## src/rtl/dtree_leaf_bcast.sv

```systemverilog
// Broadcast transmitter: serves each leaf of an instance tree in descending order,
// checks the returned echo, then counts settle cycles up to LAST and reports done.
module dtree_leaf_bcast #(
    parameter int unsigned NLEAF   = 4,
    parameter int unsigned WIDTH   = 32,
    parameter int unsigned TIMEOUT = 8,
    parameter int unsigned LAST    = 13
) (
    input  logic                     clk,
    input  logic                     reset_l,
    input  logic                     start,
    input  logic [WIDTH-1:0]         base,
    output logic [$clog2(NLEAF)-1:0] leaf_sel,
    output logic [WIDTH-1:0]         leaf_data,
    output logic                     leaf_valid,
    input  logic                     leaf_ack,
    input  logic [WIDTH-1:0]         leaf_echo,
    output logic                     busy,
    output logic                     done,
    output logic                     err,
    output logic [31:0]              cyc
);

    localparam int unsigned     SW       = $clog2(NLEAF);
    localparam int unsigned     TW       = $clog2(TIMEOUT + 1);
    localparam logic [SW-1:0]   IDX_TOP  = SW'(NLEAF - 1);
    localparam logic [TW-1:0]   TMO_MAX  = TW'(TIMEOUT - 1);
    localparam logic [31:0]     CYC_LAST = 32'(LAST);

    typedef enum logic [1:0] {
        S_IDLE,
        S_SEND,
        S_HOLD,
        S_DONE
    } state_t;

    state_t            state_q;
    state_t            state_d;
    logic [SW-1:0]     idx_q;
    logic [SW-1:0]     idx_d;
    logic [TW-1:0]     tmo_q;
    logic [TW-1:0]     tmo_d;
    logic [WIDTH-1:0]  base_q;
    logic [WIDTH-1:0]  base_d;
    logic              err_d;
    logic [31:0]       cyc_d;
    logic              advance;

    // Next-state and datapath decisions; outputs are registered from these values.
    always_comb begin
        state_d = state_q;
        idx_d   = idx_q;
        tmo_d   = tmo_q;
        base_d  = base_q;
        err_d   = err;
        cyc_d   = cyc;
        advance = 1'b0;

        case (state_q)
            S_IDLE, S_DONE: begin
                if (start) begin
                    base_d  = base;
                    idx_d   = IDX_TOP;
                    tmo_d   = '0;
                    err_d   = 1'b0;
                    state_d = S_SEND;
                end
            end
            S_SEND: begin
                // A stalled leaf is skipped after TIMEOUT cycles and flagged as an error.
                if (leaf_ack) begin
                    advance = 1'b1;
                    if (leaf_echo != leaf_data) begin
                        err_d = 1'b1;
                    end
                end else if (tmo_q == TMO_MAX) begin
                    advance = 1'b1;
                    err_d   = 1'b1;
                end else begin
                    tmo_d = tmo_q + TW'(1);
                end

                if (advance) begin
                    tmo_d = '0;
                    if (idx_q == '0) begin
                        state_d = S_HOLD;
                        cyc_d   = '0;
                    end else begin
                        idx_d = idx_q - SW'(1);
                    end
                end
            end
            S_HOLD: begin
                cyc_d = cyc + 32'd1;
                if (cyc_d == CYC_LAST) begin
                    state_d = S_DONE;
                end
            end
            default: begin
                state_d = S_IDLE;
            end
        endcase
    end

    // State and output registers.
    always_ff @(posedge clk or negedge reset_l) begin
        if (!reset_l) begin
            state_q    <= S_IDLE;
            idx_q      <= '0;
            tmo_q      <= '0;
            base_q     <= '0;
            err        <= 1'b0;
            cyc        <= '0;
            leaf_valid <= 1'b0;
            busy       <= 1'b0;
            done       <= 1'b0;
            leaf_sel   <= '0;
            leaf_data  <= '0;
        end else begin
            state_q    <= state_d;
            idx_q      <= idx_d;
            tmo_q      <= tmo_d;
            base_q     <= base_d;
            err        <= err_d;
            cyc        <= cyc_d;
            leaf_valid <= (state_d == S_SEND);
            busy       <= (state_d == S_SEND) || (state_d == S_HOLD);
            done       <= (state_d == S_DONE);
            leaf_sel   <= idx_d;
            leaf_data  <= base_d + WIDTH'(idx_d);
        end
    end

endmodule

```

## config.mk

```make
export PLATFORM = sky130hd
export DESIGN_NAME = dtree_leaf_bcast
export DESIGN_NICKNAME = d
export VERILOG_FILES = /design/src/rtl/dtree_leaf_bcast.sv
export SDC_FILE = /design/constraint.sdc
export NUM_CORES = 1
export LEC_CHECK = 0
export ABC_AREA = 1
export BUFFER_PORTS_ARGS = -buffer_cell sky130_fd_sc_hd__buf_2
export CORE_UTILIZATION = 59
export DETAILED_ROUTE_END_ITERATION = 10
export MAX_ROUTING_LAYER = met4
export PLACE_DENSITY = 0.86
export SKIP_LAST_GASP = 1
export SYNTH_ARGS = -nofsm -noshare
export SYNTH_HDL_FRONTEND = slang
export SYNTH_SLANG_ARGS = --single-unit
```

## constraint.sdc

```tcl
create_clock -name clk -period 5.2 [get_ports clk]
set_input_delay 1.04 -clock clk [delete_from_list [all_inputs] [get_ports clk]]
set_output_delay 1.04 -clock clk [all_outputs]
set_load 0.01 [all_outputs]
```

* Word-level counts from Yosys, hierarchy flattened
Cells that the tools add are included.
Storage, ports and cells: logic and storage cells 66, bits in latches 0, memory bits (writable) 0, register bits 108, memories kept 0, memory bits (read-only) 0, output and inout bits 70, input port bits 68
Cells by class: multipliers 0, equal/unequal tests 16, reduce and logical (&&, ||, !) cells 9, shift operators 0, bitwise gates (word level) 0, order comparisons 0, $add $sub $neg 4, mux-type cells 27, divide/modulo/power cells 0
Operators by type and width (number):
- 32-bit two-way mux | 4
- 32-bit one-hot mux with 2 select lines | 1
- 32-bit by 1-bit adder with 32-bit output (second input constant) | 1
- 32-bit by 2-bit adder with 32-bit output | 1
- 32-bit by 4-bit equality test with 1-bit output (second input constant) | 1
- 32-bit != test | 1
- 4-bit two-way mux | 4
- 2-bit two-way mux | 7
- 3-bit != test (second input constant) | 4
- 2-bit equality test (second input constant) | 4
- 4-bit one-hot mux with 2 select lines | 1
- 4-bit AND reduction | 2
- 1-bit two-way mux | 7
- 2-bit != test (second input constant) | 3
- 2-bit one-hot mux with 3 select lines | 1
- 4-bit by 1-bit adder with 4-bit output (second input constant) | 1
- 2-bit by 1-bit equality test with 1-bit output (second input constant) | 2
- 4-bit by 3-bit equality test with 1-bit output (second input constant) | 1
- 2-bit zero test | 2
- 2-bit one-hot mux with 2 select lines | 1
- 2-bit nonzero test | 2
- 3-bit AND reduction | 1
- 1-bit one-hot mux with 2 select lines | 1
- 2-bit OR reduction | 1
- 2 further kinds | 2

* Depth between registers and ports, before layout
Gate-level depths: netlist of the first run.
depth after elaboration 8, depth in mapped cells 21, mapped depth without buffers 20

* Least setup slack after synthesis of the first run
OpenSTA, ideal clock, no wires.
path type input -> register, start point input port start, end point register leaf_data[27], arrival time 3.346 ns, stages on the path 19, library setup time 0.079 ns, required time 5.121 ns, path slack 1.775 ns, path buffers 2, cell sequence nand2_4 -> clkinv_2 -> buf_6 -> buf_8 -> or2_2 -> o21ai_0 -> inv_1 -> ha_1 -> a21oi_1 -> nor2_4 -> nand2_2 -> nor2_4 -> nand3_4 -> nor2_4 -> nand2_4 -> nor2_4 -> nand2_2 -> nor2_2 -> xor2_1
Between the ends: cells in the longest elaborated chain, start to end 3, elaborated cells on any way between the ends 5, classes of those cells 1 x add/sub; 4 x mux
Ends and longest elaborated chain:
- from (decl) | line 11 | input logic start,
- 32-bit two-way mux | line 61 | if (start) begin
- 32-bit two-way mux | line 59 | case (state_q)
- via base_d[1] | line 44 | logic [WIDTH-1:0] base_d;
- 32-bit by 2-bit adder with 32-bit output | line 130 | leaf_data <= base_d + WIDTH'(idx_d);
- to (signal assigned) | line 130
- to (decl) | line 14 | output logic [WIDTH-1:0] leaf_data,
The timed path passes the listed nets, and every way through them passes these cells. A chain may end at the register's enable or synchronous reset.

* Worst setup path in the final report of the first run
start point register state_q[0], end point register leaf_data[30]
Between the ends: cells in the longest elaborated chain, start to end 4, elaborated cells on any way between the ends 7, classes of those cells 1 x add/sub; 2 x eq/ne; 2 x mux; 2 x reduce/logical
Ends and longest elaborated chain:
- from (decl) | line 37 | state_t state_q;
- from (signal assigned) | line 120 | state_q <= state_d;
- 2-bit equality test or 2-bit zero test (tied branches) | line 59
- 2-bit OR reduction (*) | line 59
- 32-bit two-way mux (*) | line 59
- via base_d[0] | line 44
- 32-bit by 2-bit adder with 32-bit output (*) | line 130
Mark *: on every way through the listed nets, which the timed path passes. The rest lies on a longest branch.

==> impl_metrics.py, run 1 <==
metrics = {
    "outcome": {
        "outcome": "complete, no violations",
    },
    "drt": {
        "drt-initial-drc-count": 403,
        "drc_errors": 0,
        "routed_wirelength_um": 16400,
        "postRouteAntennaNets": 0,
        "first_pass_iters": 5,
        "wire_per_inst_um": 15.2,
        "num_vias": 5743,
        "vias_per_cell": 5.33,
    },
    "worst_setup_path": {
        "critPathLaunchType": "register",
        "r2r_end": "leaf_data[30]",
        "worstPathMaxFanout": 37,
        "end_kind": "register",
        "crit_path_end": "leaf_data[30]",
        "reg2reg_slack_ps": 1650,
        "crit_arrival_ps": 3830,
        "ff2ff_path_depth": 17,
        "critical_path_required_ps": 5480,
        "cp-startpoint": "state_q[0]",
        "rr_startpoint": "state_q[0]",
        "worstSetupPathType": "register to register",
    },
    "synthesis": {
        "ys_seq_elements": 108,
        "synth.top_cells.by_count": "nand2_1 (238), dfrtp_1 (108), inv_1 (100), nor2_1 (78), xor2_1 (34)",
        "yosys-top-cells-area": "dfrtp_1 (44%), nand2_1 (14%), inv_1 (6.1%)",
        "synth_nets": 875,
        "synth-edff-count": 0,
        "yosysMostFrequentCell": "nand2_1",
        "ys_seq_area_share_pct": 43.7,
        "yosys_warnings": 0,
        "syn_inst": 797,
        "ys.flop_type": "dfrtp_1",
        "syn-mean-instance-area_um2": 7.76,
        "synth_top_cell_area_share_pct": 43.7,
        "synthDistinctLibCells": 39,
        "yosysTopAreaCell": "dfrtp_1",
        "syn-cell-area_mm2": 0.00619,
        "postSynth.asyncResetShare_pct": 100,
    },
    "cells_and_area": {
        "syn_to_final_growth_pct": 16.0,
        "antennaDiodeCount": 0,
        "drive_gt1_share_pct": 23.9,
        "final_nets": 1014,
        "final_area_mm2": 0.00718,
        "fill_cells": 834,
    },
    "power_and_ir_drop": {
        "finalPower_mw": 3.51,
        "cellPowerDensity_mw_per_mm2": 489,
        "ir_drop_mv": 0.292,
        "p_leak_nw": 3.61,
    },
    "cts": {
        "cts_tree": "built",
        "cts_made_buffers": 9,
        "path_clk_slew_ps": 110,
        "post_cts_resized": 0,
        "htreeDepth": 3,
        "hold_buffers": 0,
        "root_buffer": "clkbuf_8",
        "clk_path_buf_depth": 2,
        "cts.sinks": 108,
        "clk_latency_ps": 390,
        "cts_setup_buffers": 0,
    },
    "sta": {
        "final-setup-viol-count": 0,
        "rsz0062_at_grt": "false",
        "slew_headroom_pct": 29.7,
        "fin_worst_skew_ps": 12.2,
        "slew_violations": 0,
        "final.period_utilization_pct": 68.3,
        "fmax_mhz": 282,
        "finalHoldViolations": 0,
        "worstMarginPinSlew_ps": 1040,
        "layout_min_cycle_time_ps": 3550,
        "tns_ps": 0,
    },
    "worst_hold_path": {
        "whs_path_depth": 2,
        "hold_path_class": "register to register",
    },
    "placed_design": {
        "buffer_ports.inserted": 137,
        "placed_area_mm2": 0.00697,
        "gp_congestion": 0.928,
        "dpl.hpwl_um": 12500,
    },
    "floorplan": {
        "io_pins": 138,
        "core_mm2": 0.0102,
        "dieWidth_um": 104,
        "fp.dieArea_mm2": 0.0109,
        "initial_core_util_pct": 60.5,
        "core.rowCount": 37,
        "dieHeight_um": 104,
    },
    "global_routing": {
        "grt_max_degree": 71,
        "grt-ovfl-total": 0,
        "grt.total_usage_pct": 31.8,
        "antenna_found_initial": 0,
        "grt_pass1_vias": 5447,
        "grt_pass1_wl_um": 26200,
    },
    "job": {
        "drv_cap": 0,
    },
}
cells by family (layout without fill, tap and decap cells):
kind of cell | count (synthesis) | after routing | share of synthesized area (%)
and+or+nand+nor | 438 | 438 | 32.7
buffers and inverters | 118 | 262 | 7.95
DFF | 108 | 108 | 43.7
AOI/OAI and AO/OA | 79 | 79 | 7.24
xor gates and xnor gates | 44 | 44 | 6.23
adders and majority gates | 10 | 10 | 2.14
area by class of cell:
cell class	count	area, um2	share of cell area, %
clock buffer	9	124	1.73
clock inverter	7	82.6	1.15
inverter	107	404	5.63
multi-input combinational	571	2990	41.7
sequential	108	2700	37.7
tap	136	170	2.37
timing repair buffer	139	703	9.80
layer usage:
metal,GRT usage (%),share of wire (%)
met5,-,0
met3,4.76,7.0
met1,41.4,42
met2,49.6,47
met4,14.0,3.6
registers in the layout, summed over array words and instances, names as in the netlist:
| register | count |
|---|---|
| leaf_valid | 1 |
| idx_q | 2 |
| cyc | 32 |
| state_q | 2 |
| leaf_data | 32 |
| err | 1 |
| busy | 1 |
| tmo_q | 4 |
| done | 1 |
| base_q | 32 |
worst max-delay path, stage by stage (launching register included):
cell,delay (ps)
dfrtp_1,400
inv_1,90
ha_1,360
nand2_4,260
clkinv_2,120
buf_4,320
nand2_1,100
nand2_1,100
ha_1,190
inv_1,70
fa_1,420
nor2_2,300
nand4_4,160
clkinv_2,110
nand3_4,120
nor2_4,120
nand2_1,70
xnor2_1,120
stage by stage:
stage                     setup slack (ps)  cells  util, %  hold slack, ps
after floorplan                       1770    797        -             448
after global placement                1490   1061     68.1             470
after detailed placement              1350   1061     68.1             483
after CTS                             1660   1077     70.2             517
after global routing                  1410   1077     70.2             529
final                                 1650   1077     70.2             517
worst min-delay path by stage:
stage                from  slack (ps)    endpoint
2_1_floorplan   base_q[0]         450   base_q[0]
3_3_place_gp    base_q[0]         470   base_q[0]
3_5_place_dp    base_q[0]         480   base_q[0]
4_1_cts         base_q[0]         520   base_q[0]
5_1_grt         base_q[0]         530   base_q[0]
6_report       base_q[31]         520  base_q[31]
cells in the final DEF, fill, tap and decap left out:
master / n
nor3_2: 3
inv_1: 100
clkinv_2: 2
buf_2: 136
buf_4: 3
nor2_2: 10
nor4_1: 3
nand2_2: 17
bufinv_16: 1
a211o_1: 1
nand4_1: 8
dfrtp_1: 108
nand4_2: 1
o21ai_0: 33
o2111ai_1: 2
xnor2_1: 10
nand3_1: 33
nand2_1: 238
nand3_4: 2
o21ai_1: 18
clkinv_4: 3
nand2_4: 5
or2_1: 7
clkbuf_8: 9
nor2_4: 9
nand4_4: 1
nand3b_1: 3
a21oi_1: 4
a221oi_1: 1
and3_1: 1
ha_1: 9
fa_1: 1
nor2_1: 78
o22ai_1: 15
inv_2: 5
o21ai_2: 5
nor3_1: 9
or2_2: 10
inv_6: 3
xor2_1: 34
power by group:
part,internal (mW),switching [mW]
clock,0.231,0.316
sequential,1.13,0.190
combinational,0.543,1.10
total,1.91,1.61
No activity file was read; power rests on OpenSTA's default activity.
==> inputs of run 2 (changes only) <==
CORE_UTILIZATION = 55   (was 59)
PLACE_DENSITY = 0.81   (was 0.86)
clock period = 3.4 ns   (was 5.2 ns; I/O delays follow)
==> impl_metrics.py, run 2 (synthesis gave the netlist of run 1 again) <==
metrics = {
    "floorplan": {
        "fp.dieArea_mm2": 0.0117,
        "io_pins": 138,
        "dieWidth_um": 108,
        "core.rowCount": 38,
        "initial_core_util_pct": 56.8,
        "dieHeight_um": 108,
        "core_mm2": 0.0109,
    },
    "cts": {
        "root_buffer": "clkbuf_8",
        "post_cts_resized": 0,
        "cts_tree": "built",
        "htreeDepth": 3,
        "hold_buffers": 0,
        "cts_setup_buffers": 0,
        "cts.sinks": 108,
        "clk_path_buf_depth": 2,
        "cts_made_buffers": 9,
        "path_clk_slew_ps": 110,
        "clk_latency_ps": 390,
    },
    "sta": {
        "final-setup-viol-count": 0,
        "worstMarginPinSlew_ps": 950,
        "rsz0062_at_grt": "false",
        "tns_ps": 0,
        "fin_worst_skew_ps": 7.42,
        "layout_min_cycle_time_ps": 3100,
        "slew_violations": 0,
        "fmax_mhz": 323,
        "final.period_utilization_pct": 91.0,
        "finalHoldViolations": 0,
        "slew_headroom_pct": 36.0,
    },
    "cells_and_area": {
        "multiInputGateArea_mm2": 0.00299,
        "final_nets": 1017,
        "postLayoutCoreUtil_pct": 66.0,
        "layout_common_cells": "nand2_1 (238), buf_2 (136), dfrtp_1 (108)",
        "drive_gt1_share_pct": 24.0,
        "antennaDiodeCount": 0,
        "fill_cells": 946,
        "reg_top3": "base_q (32), cyc (32), leaf_data (32)",
        "seq_area_mm2": 0.00270,
        "mostFrequentLayoutCell": "nand2_1",
        "syn_to_final_growth_pct": 16.2,
    },
    "worst_setup_path": {
        "worstPathMaxFanout": 4,
        "critical_path_required_ps": 3720,
        "end_kind": "register",
        "worstSetupPathType": "register to register",
        "critPathLaunchType": "register",
        "crit_arrival_ps": 3420,
    },
    "global_routing": {
        "antenna_found_initial": 0,
        "grt_pass1_vias": 5269,
        "grt-ovfl-total": 0,
        "grt_max_degree": 56,
        "grt_pass1_wl_um": 25600,
        "grt.total_usage_pct": 30.0,
    },
    "drt": {
        "drc_errors": 0,
        "routed_wirelength_um": 16100,
        "vias_per_cell": 5.23,
        "drt-initial-drc-count": 338,
        "num_vias": 5664,
        "postRouteAntennaNets": 0,
        "first_pass_iters": 5,
        "wire_per_inst_um": 14.9,
    },
    "job": {
        "drv_cap": 0,
    },
    "power_and_ir_drop": {
        "p_leak_nw": 3.60,
        "cellPowerDensity_mw_per_mm2": 736,
        "ir_drop_mv": 0.525,
    },
    "outcome": {
        "outcome": "complete, no violations",
    },
    "worst_hold_path": {
        "hold_path_class": "primary input to asynchronous set/reset pin",
    },
    "placed_design": {
        "gp_congestion": 0.937,
        "buffer_ports.inserted": 137,
        "dpl.hpwl_um": 12700,
    },
}
run 2: cell types whose count changed in the layout (fill, tap and decap cells not counted), moves of 2 or more:
cell and delta:
clkinv_4 -3, clkinvlp_4 +3, buf_4 +2, inv_6 -2
run 2: final cells by class:
class	instances	share of cell area, %
Clock buffer	10	1.78
Clock inverter	6	0.662
Inverter	107	5.62
Multi-Input combinational cell	571	41.6
Sequential cell	108	37.6
Tap cell	140	2.44
Timing Repair Buffer	142	10.3
run 2: worst max-delay path: stages, from the launching register on:
cell,delay (ps)
dfrtp_1,390
inv_1,80
ha_1,350
nand2_4,100
clkinv_2,70
or2_2,280
o21ai_1,160
inv_1,90
ha_1,280
a21oi_1,90
nor2_4,140
nand2_2,70
nor2_4,120
nand3_4,90
nor2_4,170
nand2_4,90
nor2_4,130
nand2_2,90
nor2_2,100
xor2_1,140
run 2: worst paths after layout:
kind | startpoint | to | slack [ps] | cells past startpoint
worst max-delay path | state_q[0] | leaf_data[27] | 300 | 19
max in group asynchronous | reset_l | leaf_data[27] | 2340 | 2
worst min register to register | base_q[0] | base_q[0] | 490 | 2
worst min-delay path | reset_l | cyc[6] | 330 | 1
min in group clk | base_q[0] | base_q[0] | 490 | 2
worst max register to register | state_q[0] | leaf_data[27] | 300 | 19
run 2: routing by layer:
layer,vias up,global-route usage (%),part of all wire [%]
met5,-,-,0
met1,2630,38.8,43
met3,38,4.76,7.1
met2,221,46.6,47
met4,0,13.5,3.3
li1,2775,-,-
run 2: power breakdown:
group / internal [mW] / switching (mW)
Sequential: 1.73 / 0.258
Combinational: 0.857 / 1.69
Clock: 0.273 / 0.476
Total: 2.86 / 2.43
run 2: per-stage QoR:
stage	instance area, um2	hold slack, ps	setup slack (ps)	total power, mW	std cells
4_1_cts	7190	351	246	5.28	1084
5_1_grt	7190	380	70.0	5.66	1084
6_report	7190	333	304	5.29	1084
2_1_floorplan	6190	384	243	3.74	797
3_5_place_dp	7010	477	195	4.54	1068
3_3_place_gp	7010	474	338	4.46	1068
